File: src/rtl/gonso_sequencer.sv
// Playback sequencer: walks SRAM port 1 from w_first to w_last, w_count times,
// streaming each byte on a valid/ready interface with a programmable inter-word gap.
module gonso_sequencer #(
   parameter int ASIZE = 32,
   parameter int PSIZE = 32
) (
   input  logic             clk,
   input  logic             reset,
   input  logic             start,
   input  logic             abort,
   input  logic [ASIZE-1:0] w_first,
   input  logic [ASIZE-1:0] w_last,
   input  logic [3:0]       w_count,
   input  logic [PSIZE-1:0] prescale,
   output logic             progress,
   output logic             done,
   output logic             cs_n,
   output logic [ASIZE-1:0] addr,
   input  logic [7:0]       rdata,
   output logic             out_valid,
   output logic [7:0]       out_data,
   input  logic             out_ready
);

   localparam logic [2:0] S_IDLE    = 3'd0;
   localparam logic [2:0] S_READ    = 3'd1;
   localparam logic [2:0] S_WAIT    = 3'd2;
   localparam logic [2:0] S_PRESENT = 3'd3;
   localparam logic [2:0] S_GAP     = 3'd4;

   logic [2:0]       state_q, state_d;
   logic [ASIZE-1:0] idx_q, idx_d;
   logic [ASIZE-1:0] first_q, first_d;
   logic [ASIZE-1:0] last_q, last_d;
   logic [3:0]       pass_q, pass_d;
   logic [3:0]       count_q, count_d;
   logic [PSIZE-1:0] prescale_q, prescale_d;
   logic [PSIZE-1:0] gap_q, gap_d;
   logic             done_q, done_d;
   logic             progress_q;
   logic             cs_n_q;
   logic [ASIZE-1:0] addr_q;
   logic             out_valid_q;
   logic [7:0]       out_data_q;

   always_comb begin
      // NOTE: every signal written here gets a default first, so no latch is inferred.
      state_d    = state_q;
      idx_d      = idx_q;
      pass_d     = pass_q;
      gap_d      = gap_q;
      first_d    = first_q;
      last_d     = last_q;
      count_d    = count_q;
      prescale_d = prescale_q;
      done_d     = 1'b0;

      case (state_q)
         S_IDLE: begin
            if (start) begin
               if (w_count != 4'd0) begin
                  first_d    = w_first;
                  last_d     = w_last;
                  count_d    = w_count;
                  prescale_d = prescale;
                  idx_d      = w_first;
                  pass_d     = 4'd1;
                  state_d    = S_READ;
               end else begin
                  done_d = 1'b1;
               end
            end
         end
         S_READ:  state_d = S_WAIT;
         S_WAIT:  state_d = S_PRESENT;
         S_PRESENT: begin
            if (out_ready) begin
               if (idx_q == last_q && pass_q >= count_q) begin
                  state_d = S_IDLE;
                  done_d  = 1'b1;
               end else begin
                  // Index arithmetic is modulo 2^ASIZE, so a reversed range wraps through 0.
                  if (idx_q != last_q) begin
                     idx_d = idx_q + ASIZE'(1);
                  end else begin
                     idx_d  = first_q;
                     pass_d = pass_q + 4'd1;
                  end
                  if (prescale_q != '0) begin
                     state_d = S_GAP;
                     gap_d   = prescale_q;
                  end else begin
                     state_d = S_READ;
                  end
               end
            end
         end
         S_GAP: begin
            gap_d = gap_q - PSIZE'(1);
            if (gap_q <= PSIZE'(1)) state_d = S_READ;
         end
         default: state_d = S_IDLE;
      endcase

      if (abort) begin
         state_d = S_IDLE;
         done_d  = 1'b0;
      end
   end

   always_ff @(posedge clk) begin
      // NOTE: state is updated with non-blocking assignments so every register samples pre-edge values.
      if (reset) begin
         state_q     <= S_IDLE;
         idx_q       <= '0;
         first_q     <= '0;
         last_q      <= '0;
         pass_q      <= '0;
         count_q     <= '0;
         prescale_q  <= '0;
         gap_q       <= '0;
         done_q      <= 1'b0;
         progress_q  <= 1'b0;
         cs_n_q      <= 1'b1;
         addr_q      <= '0;
         out_valid_q <= 1'b0;
         out_data_q  <= '0;
      end else begin
         state_q     <= state_d;
         idx_q       <= idx_d;
         first_q     <= first_d;
         last_q      <= last_d;
         pass_q      <= pass_d;
         count_q     <= count_d;
         prescale_q  <= prescale_d;
         gap_q       <= gap_d;
         done_q      <= done_d;
         // Outputs are decoded from the next state so they are registered yet aligned with it.
         progress_q  <= (state_d != S_IDLE);
         cs_n_q      <= (state_d != S_READ);
         out_valid_q <= (state_d == S_PRESENT);
         if (state_d == S_READ) addr_q <= idx_d;
         if (state_q == S_WAIT) out_data_q <= rdata;
      end
   end

   assign progress  = progress_q;
   assign done      = done_q;
   assign cs_n      = cs_n_q;
   assign addr      = addr_q;
   assign out_valid = out_valid_q;
   assign out_data  = out_data_q;

endmodule

File: config.mk
export PLATFORM = sky130hd
export DESIGN_NAME = gonso_sequencer
export DESIGN_NICKNAME = d
export VERILOG_FILES = /design/src/rtl/gonso_sequencer.sv
export SDC_FILE = /design/constraint.sdc
export NUM_CORES = 1
export LEC_CHECK = 0
export CAP_MARGIN = 0
export CORE_UTILIZATION = 30
export DETAILED_ROUTE_END_ITERATION = 8
export PLACE_DENSITY_LB_ADDON = 0.12
export SETUP_SLACK_MARGIN = 0.02
export SLEW_MARGIN = 20
export SYNTH_ARGS = -nofsm -noshare
export SYNTH_HDL_FRONTEND = slang
export SYNTH_SLANG_ARGS = --single-unit
File: constraint.sdc
create_clock -name clk -period 2.8 [get_ports clk]
set_input_delay 0.56 -clock clk [delete_from_list [all_inputs] [get_ports clk]]
set_output_delay 0.56 -clock clk [all_outputs]
set_load 0.01 [all_outputs]
### Word level (Yosys, flattened, before mapping)

Index checks and enable logic that the tools add are counted.
Widths: inputs -> output; s select.

* add/subtract/negate cells: 3
* divide/modulo/power cells: 0
* equal/unequal tests: 15
* $lt $le $gt $ge: 2
* reduce and logical (&&, ||, !) cells: 11
* shifts and indexed selects: 0
* bitwise logic cells: 0
* mux-type cells: 29
* multipliers: 0

Operators with widths (count)
* $mux 32: 8
* $pmux 32 s2: 2
* $add 32x1->32 const B: 1
* $eq 32x32->1: 1
* $le 32x1->1 const B: 1
* $ne 32x32->1: 1
* $reduce_bool 32->1: 1
* $sub 32x1->32 const B: 1
* $mux 3: 7
* $mux 4: 5
* $pmux 3 s5: 1
* $ne 2x2->1 const B: 6
* $eq 3x2->1 const B: 3
* $pmux 4 s2: 1
* $eq 3x1->1 const B: 2
* $reduce_and 6->1: 1
* $add 4x1->4 const B: 1
* $ge 4x4->1: 1
* $mux 1: 4
* $reduce_and 4->1: 1
* $reduce_bool 2->1: 2
* $reduce_bool 4->1: 1
* $eq 3x3->1 const B: 1
* $logic_not 3->1: 1
* other kinds (6): 6

* bits in read-only memories: 0
* latch bits: 0
* bits in writable memories: 0
* logic and storage cells: 74
* register bits after elaboration: 215
* memories: 0
* output and inout bits: 44
* input port bits: 113

### Logic depth before layout (Yosys ltp)

Gate-level depths: netlist of the first run.

* depth after elaboration: 7
* mapped depth: 10
* gate-level depth less buffers: 9

### Worst setup path before layout of the first run

Ideal clock, no wire load.

* path type: register -> register
* start point: register pass_q[0]
* end point: register gap_q[19]
* arrival: 2.211 ns
* buffers on the path: 0
* period minus slack after synthesis: 2.297 ns
* slack: 0.503 ns
* setup time: 0.086 ns
* cell stages (with the launch flop): 10
* required time: 2.714 ns
* path through: dfxtp_1 inv_1 ha_1 nand2b_1 a21oi_1 o21a_1 o31ai_4 a21oi_2 o21ai_0 a221oi_2

* longest elaborated chain between the ends: 4

RTL lines
* start: declaration: RTL line 35 `logic [3:0] pass_q, pass_d;`
* start signal: assignment: RTL line 133 `pass_q <= pass_d;`
* $ge 4x4->1: RTL line 78 `if (idx_q == last_q && pass_q >= count_q) begin`
* $logic_and 1x1->1: RTL line 78
* $ne 2x2->1 (no line)
* $reduce_and 4->1 (no line)
* end signal: assignment: RTL line 136 `gap_q <= gap_d;`
* end: declaration: RTL line 38 `logic [PSIZE-1:0] gap_q, gap_d;`

No other way between the ends.
A chain may end at the register's enable or synchronous reset.

### Final worst setup path of the first run

* start point: register idx_q[1]
* end point: register addr_q[7], in the netlist addr[7]

* longest elaborated chain between the ends: 7
* elaborated cells on any way between the ends: 13
* classes of those cells: add/sub (1); eq/ne (3); mux (8); reduce/logical (1)

RTL lines
* start: declaration: RTL line 32 `logic [ASIZE-1:0] idx_q, idx_d;`
* start signal: assignment: RTL line 130 `idx_q <= idx_d;`
* branches (longest 7 deep; another with $add 32x1->32)
* end signal: assignment: RTL line 142 `if (state_d == S_READ) addr_q <= idx_d;`
* end: declaration: RTL line 42 `logic [ASIZE-1:0] addr_q;`

Several ways; the timed one is not identified.

==> metrics.md, run 1 <==
| Metric | Value |
|---|---|
| RePlAce Congestion | `0.908` |
| Ant diodes | `0` |
| Antenna Violating Nets Remaining | `0` |
| Number of DRC markers in iteration 0 | `657` |
| R2R setup slack | `150 ps` |
| Final net count | `1,664` |
| GRT Overall Usage | `21.5%` |
| Synth async-reset ratio | `0%` |
| Cell count after synthesis | `1,323` |
| Post-Route WL | `38.8 mm` |
| Core area | `34,500 um^2` |
| Area delta synth->final | `36.0%` |
| Filler cell count | `3,558` |
| Pwr per Cell Area | `571 nW/um^2` |
| Critical path fanouts, max | `12` |
| Leak Pwr | `5.45 nW` |
| Critical path's slowest cell | `dfxtp_1` |
| Post-route cell area | `14,200 um^2` |
| FF+latch area | `4310 um^2` |
| Routed vias/inst | `5.25` |
| Final period utilization | `94.7%` |
| Post-synth top area cell | `dfxtp_1` |
| Cell count along the critical path | `10` |
| Worst clock skew | `20.0 ps` |
| Distinct cell type count of the synthesized netlist | `73` |
| Setup violators final | `0` |
| RSZ-0062 raised after global routing | `no` |
| CP Class | `reg -> reg` |
| TritonCTS Sinks | `215` |
| Die W | `189 um` |
| Synth top cells by count | `nand2_1, dfxtp_1, a21oi_1` |
| CP required | `3260 ps` |
| CP arrival | `3110 ps` |
| Worst Path Buf+Inv | `3` |
| Crit path launch type | `flop` |
| Crit path cell chain | `xor2_1, nor4_2, nand4_1, buf_12, o21ai_1, buf_4, buf_4, o311ai_0, a31o_2, a31oi_1` |
| Mapped Nets | `1,444` |
| Pre-CTS WS | `-706 ps` |
| H-tree Lvls | `1` |
| Largest net degree at the start of global routing | `80` |
| Number of global-route vias before repair | `10,400` |
| Maximum vdd ir drop | `0.000358 V` |
| Final hold vios | `0` |
| Vias | `10,600` |
| Main synth FF type | `dfxtp_1` |
| Sequential area share after synthesis | `41.1%` |
| Final TNS setup | `0 ps` |
| Die area | `35,700 um^2` |
| Placed inst area | `13,300 um^2` |
| Worst setup margin | `148 ps` |
| Count leader, synth | `nand2_1` |
| Total grt overflow | `0` |
| Clk buf depth | `3` |
| Slew Limit Fails | `0` |
| Final min period | `2650 ps` |
| CTS Buf Count | `26` |
| Footprint of the multi-input gates | `5650 um^2` |
| Max incr delay on CP | `590 ps` |
| CP most frequent cell | `buf_4` |
| Slew margin rel. | `37.5%` |
| Area share of the largest cell type after synthesis | `41.1%` |
| Peak Freq | `377 MHz` |
| Post-synth EDFFs | `0` |
| I/O pin count | `157` |
| Die Y | `189 um` |
| Share of layout cells above drive strength 1 | `13.2%` |
| Drt drc | `0` |
| Status | `finished, final reports clean` |
| Hpwl dp | `28.3 mm` |
| IO Port Bufs | `156` |
| Synth Cell Area | `10,500 um^2` |
| Syn. warnings | `0` |
| Count of max-cap constraint violations | `0` |
| Top area cells in the synthesized netlist | `dfxtp_1, nand2_1, a21oi_1` |
| CP Capture Type | `flop` |
| Worst slew pin tran | `934 ps` |
| Util after Layout | `41.3%` |
| Hold WC Path Type | `in -> reg` |
| Top delay family on crit path | `compound AO/OA/AOI/OAI gates` |
| Seq cells post-synth | `215` |
| Initial antenna violation count | `1` |
| Mean Syn Cell Area | `7.92 um^2` |
| TritonRoute pass-1 iters | `5` |
| Hold path depth | `2` |
| Starting density of the core | `30.4%` |
| Clock slew at reported path FFs | `60 ps` |
| CTS Root Buffer Type | `clkbuf_16` |
| Wirelength per Cell | `19.2 um` |
| Global-route wire length before repair | `60.1 mm` |
| CTS tree | `built` |
| R2R cell count | `10` |
| Clk Latency, worst-skew pair | `540 ps` |
| # rows | `68` |
==> logic make-up after synthesis <==
logic type	after synthesis	share of synthesized area, %
simple gates	510	22.8
compound gates	413	25.0
flops	215	41.1
buf+inv	120	5.18
xor+xnor	38	3.18
mux	19	1.82
fa+ha+maj	8	0.956
==> metrics by stage <==
step           std cells  hold slack, ps  power, mW
2_1_floorplan       1323             432       3.91
3_3_place_gp        1968             441       4.52
3_5_place_dp        1968             443       4.52
4_1_cts             2018             344       8.23
5_1_grt             2018             364       8.45
6_report            2018             363       8.13
==> timing repair <==
| item | CTS | global route |
|---|---|---|
| setup endpoints to repair | 8 | 10 |
| buffers inserted | 2 | 0 |
| pin swaps | 1 | 0 |
| resized for setup | 1 | 2 |
| hold buffers | 0 | 0 |
==> path summary, 6_finish.rpt <==
path | startpoint | to
hold / removal | reset | gap_q[31]
setup reg to reg | idx_q[1] | addr[7]
hold reg to reg | first_q[16] | first_q[16]
setup / recovery | idx_q[1] | addr[7]
==> layout by cell type, fill, tap and decap left out, drive strengths merged, types with 10 or more instances in the layout <==
cell and count:
and3 13, clkbuf 37, nand4 15, buf 135, a211oi 10, nor2 76
o211ai 28, a21boi 20, nand2 270, nand3 29, dfxtp 215, a31oi 29
xor2 35, o21ai 68, inv 22, nor3 34, nor4 28, mux2i 19
a21oi 175, clkdlybuf4s50 155
==> power breakdown <==
part	switching (mW)	internal, mW	total, mW
combinational	0.563	0.534	1.10
clock	1.41	2.27	3.67
sequential	0.141	3.22	3.36
total	2.11	6.02	8.13
==> routing by layer <==
metal | part of all wire [%] | global-route usage, % | up-vias
li1 | - | - | 5206
met2 | 48 | 36.8 | 283
met4 | 3.8 | 8.19 | 2
met3 | 5.0 | 2.85 | 67
met1 | 43 | 27.3 | 5030
met5 | 0.033 | 0 | -
==> state kept, by name, summed over array words and instances (netlist names) <==
name	cells
addr	32
first_q	32
gap_q	32
idx_q	32
last_q	32
prescale_q	32
out_data	8
count_q	4
pass_q	4
state_q	3
cs_n	1
done	1
out_valid	1
progress	1
==> layout make-up <==
cell class | count | area share, %
sequential | 215 | 30.2
clock inverter | 11 | 1.19
tap | 455 | 4.00
clock buffer | 37 | 5.36
timing repair buffer | 290 | 19.0
inverter | 22 | 0.580
multi-input combinational | 988 | 39.7
Power figures use the tool's default switching activity.
==> inputs of run 2 (changes only) <==
- CORE_MARGIN: not set -> 10
- CTS_CLUSTER_DIAMETER: not set -> 60
==> metrics.md, run 2 (synthesized netlist as in run 1, its figures left out) <==
| Metric | Value |
|---|---|
| Final min period | `2640 ps (was 2650 ps)` |
| Commonest non-fill, non-tap cell in the layout | `nand2_1 (unchanged)` |
| CP Capture Type | `flop (unchanged)` |
| Setup violators final | `0 (unchanged)` |
| Leak Pwr | `5.43 nW (was 5.45 nW)` |
| Largest net degree at the start of global routing | `91 (was 80)` |
| Status | `finished, final reports clean (unchanged)` |
| Crit path launch type | `flop (unchanged)` |
| I/O pin count | `157 (unchanged)` |
| Die Y | `207 um (was 189 um)` |
| Slew margin rel. | `51.0% (was 37.5%)` |
| CP Class | `reg -> reg (unchanged)` |
| Die area | `42,800 um^2 (was 35,700 um^2)` |
| Slew Limit Fails | `0 (unchanged)` |
| TritonRoute pass-1 iters | `5 (unchanged)` |
| Hpwl dp | `30.1 mm (was 28.3 mm)` |
| CP required | `3240 ps (was 3260 ps)` |
| Initial antenna violation count | `0 (was 1)` |
| Routed vias/inst | `5.27 (was 5.25)` |
| CTS Buf Count | `28 (was 26)` |
| Cts hold-fix bufs | `0 (unchanged)` |
| GRT Overall Usage | `18.4% (was 21.5%)` |
| IO Port Bufs | `156 (unchanged)` |
| Final period utilization | `94.2% (was 94.7%)` |
| Final TNS setup | `0 ps (unchanged)` |
| Power, Total | `8.09 mW (was 8.13 mW)` |
| CTS tree | `built (unchanged)` |
| Total grt overflow | `0 (unchanged)` |
| Post-Route WL | `40.5 mm (was 38.8 mm)` |
| Worst slew pin tran | `728 ps (was 934 ps)` |
| Maximum vdd ir drop | `0.000430 V (was 0.000358 V)` |
| Starting density of the core | `30.4% (unchanged)` |
| Final hold vios | `0 (unchanged)` |
| CTS Root Buffer Type | `clkbuf_16 (unchanged)` |
| Antenna Violating Nets Remaining | `0 (unchanged)` |
| # rows | `68 (unchanged)` |
| Wirelength per Cell | `20.1 um (was 19.2 um)` |
| Count of max-cap constraint violations | `0 (unchanged)` |
| Hold WC Path Type | `in -> reg (unchanged)` |
| Die W | `207 um (was 189 um)` |
| Ant diodes | `0 (unchanged)` |
| Util after Layout | `41.3% (about the same)` |
| RePlAce Congestion | `0.909 (was 0.908)` |
| RSZ-0062 raised after global routing | `yes (was no)` |
| Most frequent cells in the layout | `nand2_1, dfxtp_1, a21oi_1 (unchanged)` |
| Crit path cell chain | `xor2_1, nor4_2, and4_1, nand3_1, a21oi_4, buf_4, nor2_1, o32ai_1 (was xor2_1, nor4_2, nand4_1, buf_12, o21ai_1, buf_4, buf_4, o311ai_0, a31o_2, a31oi_1)` |
| H-tree Lvls | `1 (unchanged)` |
| Total setup buffers inserted after CTS | `0 (was 2)` |
| Vias | `10,600 (about the same)` |
| Peak Freq | `379 MHz (was 377 MHz)` |
| Global-route wire length before repair | `62.1 mm (was 60.1 mm)` |
| Worst clock skew | `20.9 ps (was 20.0 ps)` |
| CP arrival | `3080 ps (was 3110 ps)` |
| Area delta synth->final | `35.8% (was 36.0%)` |
| Final net count | `1,662 (was 1,664)` |
| Number of global-route vias before repair | `10,600 (was 10,400)` |
| Clock slew at reported path FFs | `60 ps (about the same)` |
| Clk buf depth | `3 (unchanged)` |
| Drt drc | `0 (unchanged)` |
| TritonCTS Sinks | `215 (unchanged)` |
| Critical path's slowest cell | `dfxtp_1 (unchanged)` |
| Critical path fanouts, max | `13 (was 12)` |
| Core area | `34,500 um^2 (unchanged)` |
| Pwr per Cell Area | `569 nW/um^2 (was 571 nW/um^2)` |
| Max incr delay on CP | `510 ps (was 590 ps)` |
| Number of DRC markers in iteration 0 | `662 (was 657)` |
| Clk Latency, worst-skew pair | `550 ps (was 540 ps)` |
| Share of layout cells above drive strength 1 | `13.3% (was 13.2%)` |
## run 2: changes by cell type in the layout (fill, tap and decap cells not counted), sizes merged
cell / delta
clkinv: -2
clkbuf: +3
buf: -4
inv: +3
clkinvlp: +1
bufinv: -2
## run 2: path summary, 6_finish.rpt
kind                     from           to  slack (ps)  cells past startpoint
setup / recovery    idx_q[14]    gap_q[13]         160                      8
hold / removal          reset     gap_q[1]         370                      2
setup reg to reg    idx_q[14]    gap_q[13]         160                      8
hold reg to reg   first_q[16]  first_q[16]         450                      2
## run 2: layer usage
metal  wire [um]  vias up  track usage [%]
met5           0        -                0
met4        1440        0             6.47
met3        1720       59             2.68
met2       20100      274             32.2
met1       17200     5082             22.6
li1            -     5213                -
## run 2: area by class of cell
cell class	instances	area (um^2)
clock buffer	40	817
multi-input combinational	988	5680
timing repair buffer	286	2650
clock inverter	11	125
sequential	215	4300
fill	3583	20200
inverter	22	82.6
tap	455	569
## run 2: repair_timing
action / CTS / global route
setup endpoints to repair: 6 / 17
gates cloned: 0 / 0
pin swaps: 0 / 1
gates resized for setup: 2 / 5
## run 2: critical path: cells and delay by family (launching register included)
| kind | cells | cell delay, ps |
|---|---|---|
| DFF | 1 | 510 |
| AOI/OAI and AO/OA | 2 | 550 |
| xor gates and xnor gates | 1 | 130 |
| and+or+nand+nor | 4 | 1080 |
| buffers and inverters | 1 | 260 |
## run 2: where the power goes
group,switching (mW),internal (mW),total [mW],leakage [nW]
clock network,1.41,2.21,3.63,0.458
registers,0.147,3.22,3.37,1.76
logic,0.565,0.527,1.09,3.21
## run 2: stage by stage
step	worst slack [ps]	instances	area [um^2]	hold WS, ps
3_5_place_dp	-552	1966	13200	446
3_3_place_gp	-541	1966	13200	440
6_report	163	2017	14200	369
2_1_floorplan	503	1323	10500	432
4_1_cts	60.0	2017	14200	350
5_1_grt	1.63	2017	14200	363
==> inputs of run 3 (changes only) <==
- SKIP_CTS_REPAIR_TIMING: not set -> 1
==> metrics.md, run 3 (synthesized netlist as in run 1, its figures left out) <==
| Metric | Value |
|---|---|
| Status | `finished, final reports clean (unchanged)` |
| Hold Crit Start | `reset (unchanged)` |
| Slew margin rel. | `50.9% (was 51.0%)` |
| Total grt overflow | `0 (unchanged)` |
| Vias | `10,600 (about the same)` |
| Share of layout cells above drive strength 1 | `13.3% (unchanged)` |
| Die W | `207 um (unchanged)` |
| R2R setup slack | `160 ps (about the same)` |
| Hold WC Path Type | `in -> reg (unchanged)` |
| GRT Overall Usage | `18.4% (about the same)` |
| CP arrival | `3060 ps (was 3080 ps)` |
| RSZ-0062 raised after global routing | `yes (unchanged)` |
| Pwr per Cell Area | `569 nW/um^2 (about the same)` |
| Slew Limit Fails | `0 (unchanged)` |
| Worst slew pin tran | `729 ps (was 728 ps)` |
| CP Class | `in -> reg (was reg -> reg)` |
| Hold path depth | `2 (unchanged)` |
| IO Port Bufs | `156 (unchanged)` |
| Clock slew at reported path FFs | `60 ps (about the same)` |
| Core area | `34,500 um^2 (unchanged)` |
| Final net count | `1,662 (unchanged)` |
| Crit path launch | `w_count[1] (was idx_q[14])` |
| Global-route wire length before repair | `62.0 mm (was 62.1 mm)` |
| # rows | `68 (unchanged)` |
| Initial antenna violation count | `0 (unchanged)` |
| H-tree Lvls | `1 (unchanged)` |
| RR Endpoint | `gap_q[13] (unchanged)` |
| Number of DRC markers in iteration 0 | `674 (was 662)` |
| Setup violators final | `0 (unchanged)` |
| Leak Pwr | `5.43 nW (unchanged)` |
| Final min period | `2640 ps (about the same)` |
| Number of global-route vias before repair | `10,500 (was 10,600)` |
| CTS Buf Count | `28 (unchanged)` |
| Reg2Reg Launch Point | `idx_q[14] (unchanged)` |
| Count of max-cap constraint violations | `0 (unchanged)` |
| Worst Path Buf+Inv | `4 (was 1)` |
| I/O pin count | `157 (unchanged)` |
| CTS tree | `built (unchanged)` |
| Maximum vdd ir drop | `0.000429 V (was 0.000430 V)` |
| Peak Freq | `378 MHz (was 379 MHz)` |
| Final hold vios | `0 (unchanged)` |
| Die Y | `207 um (unchanged)` |
| TritonRoute pass-1 iters | `5 (unchanged)` |
| Worst clock skew | `19.6 ps (was 20.9 ps)` |
| Ant diodes | `0 (unchanged)` |
| Max incr delay on CP | `590 ps (was 510 ps)` |
| Starting density of the core | `30.4% (unchanged)` |
| Routed vias/inst | `5.26 (was 5.27)` |
| Final period utilization | `94.4% (was 94.2%)` |
| Most frequent cells in the layout | `nand2_1, dfxtp_1, a21oi_1 (unchanged)` |
| Cell count along the critical path | `10 (was 8)` |
| Critical path's slowest cell | `nor4b_4 (was dfxtp_1)` |
| Filler cell count | `3,583 (unchanged)` |
| Largest net degree at the start of global routing | `91 (unchanged)` |
| Commonest non-fill, non-tap cell in the layout | `nand2_1 (unchanged)` |
| Power, Total | `8.09 mW (about the same)` |
| Footprint of the multi-input gates | `5680 um^2 (unchanged)` |
| TritonCTS Sinks | `215 (unchanged)` |
| FF+latch area | `4300 um^2 (unchanged)` |
| Crit path cell chain | `clkdlybuf4s50_1, nor4_1, buf_12, nor4b_4, nor2_1, buf_4, a21boi_0, inv_1, a211oi_1, o32ai_1 (was xor2_1, nor4_2, and4_1, nand3_1, a21oi_4, buf_4, nor2_1, o32ai_1)` |
| Critical path fanouts, max | `11 (was 13)` |
| CTS Root Buffer Type | `clkbuf_16 (unchanged)` |
| Drt drc | `0 (unchanged)` |
| Critical Path End | `addr[31] (was gap_q[13])` |
| Antenna Violating Nets Remaining | `0 (unchanged)` |
| Top delay family on crit path | `buffers and inverters (was simple AND/OR/NAND/NOR gates)` |
| CP Capture Type | `flop (unchanged)` |
| Clk Latency, worst-skew pair | `550 ps (about the same)` |
| RePlAce Congestion | `0.909 (unchanged)` |
| Hpwl dp | `30.1 mm (unchanged)` |
| R2R cell count | `8 (unchanged)` |
| CP required | `3220 ps (was 3240 ps)` |
| Crit path launch type | `input port (was flop)` |
| Wirelength per Cell | `20.1 um (about the same)` |
| Clk buf depth | `3 (unchanged)` |
| Post-Route WL | `40.5 mm (about the same)` |
| Util after Layout | `41.3% (unchanged)` |
| Die area | `42,800 um^2 (unchanged)` |
| Area delta synth->final | `35.8% (unchanged)` |
## run 3: worst min-delay path by stage
stage | end
detailed placement | first_q[16]
global route | gap_q[1]
CTS | gap_q[1]
floorplan | first_q[10]
finish | gap_q[1]
global placement | first_q[16]
## run 3: power by group
part           switching (mW)  internal, mW  total (mW)
clock network            1.41          2.21        3.63
logic                   0.565         0.527        1.09
registers               0.147          3.22        3.37
total                    2.13          5.96        8.09
## run 3: metal layers
| layer | part of all wire, % | vias up | track usage (%) |
|---|---|---|---|
| met1 | 43 | 5075 | 22.7 |
| met2 | 50 | 274 | 32.1 |
| met4 | 3.6 | 0 | 6.44 |
| li1 | - | 5203 | - |
| met5 | 0 | - | 0 |
| met3 | 4.3 | 58 | 2.57 |
## run 3: final cells by class
type | count | share of cell area [%]
multi-input cells | 988 | 39.9
flip-flops and latches | 215 | 30.3
repair buffers | 286 | 18.6
clock buffers | 40 | 5.75
well taps | 455 | 4.00
clock inverters | 11 | 0.880
inverters | 22 | 0.581
## run 3: per-stage QoR
stage	instances	cell area (um^2)	hold slack (ps)	TNS (ps)	setup slack (ps)
floorplan	1323	10500	432	0	503
global placement	1966	13200	440	-18370	-541
detailed placement	1966	13200	446	-22200	-552
CTS	2017	14200	350	-270	-144
global route	2017	14200	363	0	1.63
finish	2017	14200	369	0	156
